<file path="config.mk">
export PLATFORM = sky130hd
export DESIGN_NAME = io_periph_flat
export DESIGN_NICKNAME = d
export VERILOG_FILES = /design/src/rtl/io_periph_if.sv /design/src/rtl/io_periph.sv /design/src/flat_wrapper.sv
export SDC_FILE = /design/constraint.sdc
export NUM_CORES = 1
export LEC_CHECK = 0
export ABC_AREA = 1
export CAP_MARGIN = 10
export CORE_MARGIN = 2
export CORE_UTILIZATION = 50
export CTS_BUF_LIST = sky130_fd_sc_hd__clkbuf_2
export DETAILED_ROUTE_END_ITERATION = 16
export PLACE_DENSITY = 0.79
export SLEW_MARGIN = 30
export SYNTH_ARGS = -nofsm -noshare
export SYNTH_HDL_FRONTEND = slang
export SYNTH_SLANG_ARGS = --single-unit
</file>
<file path="constraint.sdc">
create_clock -name clk -period 2.1 [get_ports clk]
set_input_delay 0.315 -clock clk [delete_from_list [all_inputs] [get_ports clk]]
set_output_delay 0.315 -clock clk [all_outputs]
set_load 0.01 [all_outputs]
</file>
<file path="src/rtl/io_periph_if.sv">
// IO-bus connection between the memory unit (master) and an IO responder (slave).
// Handshake: io_en acts as valid with an implied ready that is always 1; every strobed
// cycle completes at its rising edge, and read data appears on io_data_read one cycle later.
interface io_periph_if;
  logic [7:0]  io_addr;
  logic        io_en;
  logic        io_we;
  logic [31:0] io_data_write;
  logic [31:0] io_data_read;

  modport master (
    output io_addr, io_en, io_we, io_data_write,
    input  io_data_read
  );

  modport slave (
    input  io_addr, io_en, io_we, io_data_write,
    output io_data_read
  );
endinterface

</file>
<file path="src/rtl/io_periph.sv">
// IO peripheral: ID, GPIO with input synchronizer, free-running/auto-reload timer with
// match interrupt, and a 16-word scratch RAM, all on a never-stalling word-addressed bus.
module io_periph #(
  parameter int GPIO_WIDTH = 16
) (
  input  logic                  clk,
  input  logic                  resetb,
  io_periph_if.slave            bus,
  input  logic [GPIO_WIDTH-1:0] gpio_in,
  output logic [GPIO_WIDTH-1:0] gpio_out,
  output logic                  irq
);

  localparam logic [31:0] ID_VALUE   = 32'h494F_0001;
  localparam logic [7:0]  A_ID       = 8'h00;
  localparam logic [7:0]  A_GPIO_OUT = 8'h01;
  localparam logic [7:0]  A_GPIO_IN  = 8'h02;
  localparam logic [7:0]  A_TCTRL    = 8'h03;
  localparam logic [7:0]  A_TCOUNT   = 8'h04;
  localparam logic [7:0]  A_TCMP     = 8'h05;
  localparam logic [7:0]  A_STATUS   = 8'h06;

  logic [7:0]            addr;
  logic [31:0]           wdata;
  logic                  wr_en;
  logic                  rd_en;
  logic                  is_scratch;

  logic [GPIO_WIDTH-1:0] sync_q1;
  logic [GPIO_WIDTH-1:0] sync_q2;
  logic [2:0]            tctrl;
  logic [31:0]           tcount;
  logic [31:0]           tcount_nxt;
  logic [31:0]           tcmp;
  logic                  match_q;
  logic                  match_nxt;
  logic                  match_hit;
  logic [31:0]           scratch [16];
  logic [31:0]           rd_val;

  logic t_en;
  logic t_auto;
  logic t_irqen;

  assign addr       = bus.io_addr;
  assign wdata      = bus.io_data_write;
  assign wr_en      = bus.io_en & bus.io_we;
  assign rd_en      = bus.io_en & ~bus.io_we;
  assign is_scratch = (addr[7:4] == 4'h1);

  assign t_en    = tctrl[0];
  assign t_auto  = tctrl[1];
  assign t_irqen = tctrl[2];

  // Match is judged on the pre-edge count, so it is seen the cycle after TCOUNT==TCMP.
  assign match_hit = t_en && (tcount == tcmp);

  always_comb begin
    tcount_nxt = tcount;
    if (wr_en && (addr == A_TCOUNT)) begin
      tcount_nxt = wdata;
    end else if (t_en) begin
      tcount_nxt = (match_hit && t_auto) ? 32'd0 : tcount + 32'd1;
    end
  end

  // A new match outranks a simultaneous write-1-to-clear.
  always_comb begin
    match_nxt = match_q;
    if (wr_en && (addr == A_STATUS) && wdata[0]) match_nxt = 1'b0;
    if (match_hit) match_nxt = 1'b1;
  end

  always_comb begin
    rd_val = '0;
    case (addr)
      A_ID:       rd_val = ID_VALUE;
      A_GPIO_OUT: rd_val[GPIO_WIDTH-1:0] = gpio_out;
      A_GPIO_IN:  rd_val[GPIO_WIDTH-1:0] = sync_q2;
      A_TCTRL:    rd_val[2:0] = tctrl;
      A_TCOUNT:   rd_val = tcount;
      A_TCMP:     rd_val = tcmp;
      A_STATUS:   rd_val[0] = match_q;
      default:    if (is_scratch) rd_val = scratch[addr[3:0]];
    endcase
  end

  always_ff @(posedge clk or negedge resetb) begin
    if (!resetb) begin
      sync_q1          <= '0;
      sync_q2          <= '0;
      gpio_out         <= '0;
      tctrl            <= '0;
      tcount           <= '0;
      tcmp             <= '0;
      match_q          <= 1'b0;
      bus.io_data_read <= '0;
    end else begin
      sync_q1 <= gpio_in;
      sync_q2 <= sync_q1;
      tcount  <= tcount_nxt;
      match_q <= match_nxt;
      if (wr_en) begin
        case (addr)
          A_GPIO_OUT: gpio_out <= wdata[GPIO_WIDTH-1:0];
          A_TCTRL:    tctrl    <= wdata[2:0];
          A_TCMP:     tcmp     <= wdata;
          default:    ;
        endcase
      end
      if (rd_en) bus.io_data_read <= rd_val;
    end
  end

  always_ff @(posedge clk or negedge resetb) begin
    if (!resetb) begin
      for (int i = 0; i < 16; i++) scratch[i] <= '0;
    end else if (wr_en && is_scratch) begin
      scratch[addr[3:0]] <= wdata;
    end
  end

  // Both terms are flops, so irq has no combinational path from the bus.
  assign irq = match_q & t_irqen;

endmodule

</file>
<file path="src/flat_wrapper.sv">
// flat-port wrapper written by rule: the top's interface ports become plain ports
module io_periph_flat 
#(
  parameter int GPIO_WIDTH = 16
)
  (clk, resetb, gpio_in, gpio_out, irq, bus_io_addr, bus_io_en, bus_io_we, bus_io_data_write, bus_io_data_read);
  io_periph_if bus_i ();
  input  logic clk;
  input  logic resetb;
  input  logic [GPIO_WIDTH-1:0] gpio_in;
  output logic [GPIO_WIDTH-1:0] gpio_out;
  output logic irq;
  input wire logic [$bits(bus_i.io_addr)-1:0] bus_io_addr;
  input wire logic [$bits(bus_i.io_en)-1:0] bus_io_en;
  input wire logic [$bits(bus_i.io_we)-1:0] bus_io_we;
  input wire logic [$bits(bus_i.io_data_write)-1:0] bus_io_data_write;
  output wire logic [$bits(bus_i.io_data_read)-1:0] bus_io_data_read;
  assign bus_i.io_addr = bus_io_addr;
  assign bus_i.io_en = bus_io_en;
  assign bus_i.io_we = bus_io_we;
  assign bus_i.io_data_write = bus_io_data_write;
  assign bus_io_data_read = bus_i.io_data_read;
  io_periph #(.GPIO_WIDTH(GPIO_WIDTH)) u_core (.clk(clk), .resetb(resetb), .bus(bus_i), .gpio_in(gpio_in), .gpio_out(gpio_out), .irq(irq));
endmodule
</file>
==> results.sh <==
export IMPL_outcome="complete, but fails checks"
export IMPL_violations="setup timing"
export IMPL_first_pass_iters=7
export IMPL_grt_ovfl_total=0
export IMPL_min_path_type="in2reg"
export IMPL_nets=3900
export IMPL_setup_viol=49
export IMPL_crit_required_ns=1.78
export IMPL_port_buffers=108
export IMPL_synth_top_area_cell="dfrtp_1"
export IMPL_syn_cell_area_um2=29200
export IMPL_remaining_drc_errors=0
export IMPL_clk_path_buf_depth=3
export IMPL_start_util=0.506
export IMPL_avgViaCountPerCell=5.84
export IMPL_fin_crit_sh=1.09
export IMPL_critPathMaxFanout=2
export IMPL_ys_flop_type="dfrtp_1"
export IMPL_syn2layout_area_growth_pct=22.0
export IMPL_clock_root_buffer="clkbuf_2"
export IMPL_grt_max_degree=92
export IMPL_slew_violations=0
export IMPL_die_w_um=246
export IMPL_r2r_cells=9
export IMPL_synthArstFlopShare=1.00
export IMPL_yosysMostFrequentCell="nand2_1"
export IMPL_cellLeakagePower_nw=17.5
export IMPL_crit_slowest_cell="dfrtp_1"
export IMPL_whs_path_depth=8
export IMPL_ios=109
export IMPL_routed_wl_um=98500
export IMPL_totalPowerFinal_w=0.0258
export IMPL_relSlewSlack=0.433
export IMPL_yosysSeqAreaShare=0.565
export IMPL_drtIter0Drc=3600
export IMPL_htreeDepth=4
export IMPL_worstPathCellList="nand2_2, inv_1, buf_2"
export IMPL_nFillCells=4850
export IMPL_synth_common_cells="nand2_1, dfrtp_1, o21ai_0"
export IMPL_dp_hpwl_um=63200
export IMPL_critical_path_max_stage_delay_ns=0.42
export IMPL_powerDensity_nw_per_um2=724
export IMPL_synth_edf_count=0
export IMPL_numCtsBuffers=166
export IMPL_yosysTopAreaCellShare=0.565
export IMPL_end_kind="output port"
export IMPL_ys_warn_count=0
export IMPL_post_synth_num_cell_types=34
export IMPL_avgSynthCellArea_um2=8.55
export IMPL_critPathLaunchType="flop"
export IMPL_critPathArrivalTime_ns=1.98
export IMPL_drive_above_1_share=0.166
export IMPL_period_needed_ns=2.30
export IMPL_postSynthCellCount=3422
export IMPL_cap_violations=0
export IMPL_hold_violations=0
export IMPL_grt_pass1_vias=27400
export IMPL_clock_latency_ns=1.34
export IMPL_setup_slack_ns=-0.198
export IMPL_grt_busiest_layer="met2"
export IMPL_die_area_um2=60400
export IMPL_cts_tree="yes"
export IMPL_synth_seq_cells=660
export IMPL_synth_area_leaders="dfrtp_1, nand2_1, o21ai_0"
export IMPL_fin_util=0.617
export IMPL_met1_usage=0.429
export IMPL_hold_slack_ns=0.135
export IMPL_core_um2=57800
export IMPL_path_clk_slew_ns=0.10
export IMPL_ant_nets=0
export IMPL_use_met2=0.517
export IMPL_grt_antenna_before_repair=4
export IMPL_die_h_um=246
export IMPL_gp_congestion=1.01
export IMPL_fmax_ghz=0.435
export IMPL_cts_num_sinks=660
export IMPL_num_rows=88
export IMPL_skew_ns=0.124
export IMPL_grt_util_met3=0.0730
export IMPL_path_class="reg2out"
export IMPL_peakVddDrop_v=0.000455
export IMPL_syn_num_nets=3483
export IMPL_wl_per_cell_um=20.8
export IMPL_worst_slew_pin_slew_ns=0.851
export IMPL_rsz0062_at_grt="true"
export IMPL_num_vias=27600
export IMPL_grt_pass1_wl_um=153000
export IMPL_grt_use_total=0.329
## layout make-up
type                            count  area (µm²)  share of cell area
Clock buffer                      235        1180              0.0330
Inverter                          147         554              0.0155
Multi-Input combinational cell   2380       11400               0.318
Clock inverter                     52         283             0.00793
Timing Repair Buffer              484        4820               0.135
Antenna cell                        3        7.51            0.000210
Sequential cell                   660       16500               0.463
Tap cell                          765         957              0.0268
## what timing repair did
item,CTS,global route
hold endpoints to repair,1232,0
endpoints found under the setup margin,49,235
hold buffers,75,0
buffers inserted,26,19
gates cloned,0,0
pin swaps,1,1
gates resized for setup,227,15
## registers in the layout, indices dropped and copies added, names as in the netlist
name / flops
u_core.sync_q2: 16
u_core.tcmp: 32
u_core.sync_q1: 16
u_core.tcount: 32
u_core.gpio_out: 16
u_core.match_q: 1
u_core.bus.io_data_read: 32
u_core.tctrl: 3
u_core.scratch: 512
## report_power, final
part | internal, W | switching [W]
Sequential | 0.0133 | 0.000519
Clock | 0.00327 | 0.00537
Combinational | 0.00133 | 0.00207
Total | 0.0179 | 0.00797
## worst max-delay path, delay by kind of cell (launching register included)
| family | cells | cell delay [ns] |
|---|---|---|
| AND/OR/NAND/NOR | 1 | 0.10 |
| buffers and inverters | 2 | 0.17 |
| flip-flops | 1 | 0.42 |
## placed cells by master (no fill, tap or decap), drive strengths merged, types with 2 or more instances in the layout
| master | n |
|---|---|
| clkinv | 44 |
| clkbuf | 235 |
| nand3 | 63 |
| nor2 | 131 |
| bufinv | 2 |
| xnor2 | 4 |
| clkinvlp | 2 |
| o21ai | 622 |
| a22oi | 254 |
| inv | 151 |
| buf | 353 |
| a211oi | 8 |
| a21oi | 36 |
| nor3b | 2 |
| clkdlybuf4s50 | 58 |
| nand4 | 19 |
| dlygate4sd3 | 73 |
| nor3 | 32 |
| xor2 | 26 |
| nand3b | 8 |
| nand2 | 1145 |
| o22ai | 23 |
| dfrtp | 660 |
| diode | 3 |
## cells by family (layout without fill, tap and decap cells)
family | after synthesis | after routing | synth area share
adders and majority gates | 1 | 1 | 0.000428
buffers and inverters | 382 | 918 | 0.0504
DFF | 660 | 660 | 0.565
AOI/OAI and AO/OA | 945 | 945 | 0.185
other | 0 | 3 | 0
and+or+nand+nor | 1404 | 1404 | 0.190
xor gates and xnor gates | 30 | 30 | 0.00899
## through the flow
stage          cells  setup TNS, ns  setup WS [ns]  instance area [µm²]
6_report        4726          -5.40         -0.198                35700
5_1_grt         4726         -10.18         -0.285                35700
4_1_cts         4705         -12.66         -0.337                35500
3_5_place_dp    4317        -139.02         -0.627                33200
3_3_place_gp    4317        -119.15         -0.596                33200
2_1_floorplan   3422              0          0.214                29200
## routing by layer
| metal | vias to the layer above | share of wire |
|---|---|---|
| li1 | 12400 | - |
| met1 | 13200 | 0.39 |
| met2 | 1647 | 0.46 |
| met3 | 345 | 0.10 |
| met4 | 2 | 0.049 |
| met5 | - | 0.00013 |
## worst paths after layout
kind | startpoint | to | slack [ns]
worst max-delay path | u_core.match_q$_DFFE_PN0P_ | irq | -0.20
worst min-delay path | bus_io_addr[5] | u_core.bus.io_data_read[0]$_DFFE_PN0P_ | 0.14
worst max register to register | u_core.tcount[1]$_DFFE_PN0P_ | u_core.tcount[30]$_DFFE_PN0P_ | 0.05
worst min register to register | u_core.sync_q1[6]$_DFF_PN0_ | u_core.sync_q2[6]$_DFF_PN0_ | 0.33
max in group asynchronous | resetb | u_core.bus.io_data_read[24]$_DFFE_PN0P_ | 0.67
min in group asynchronous | resetb | u_core.scratch[446]$_DFFE_PN0P_ | 0.59
Note: power is estimated with default switching activity, not from simulation.
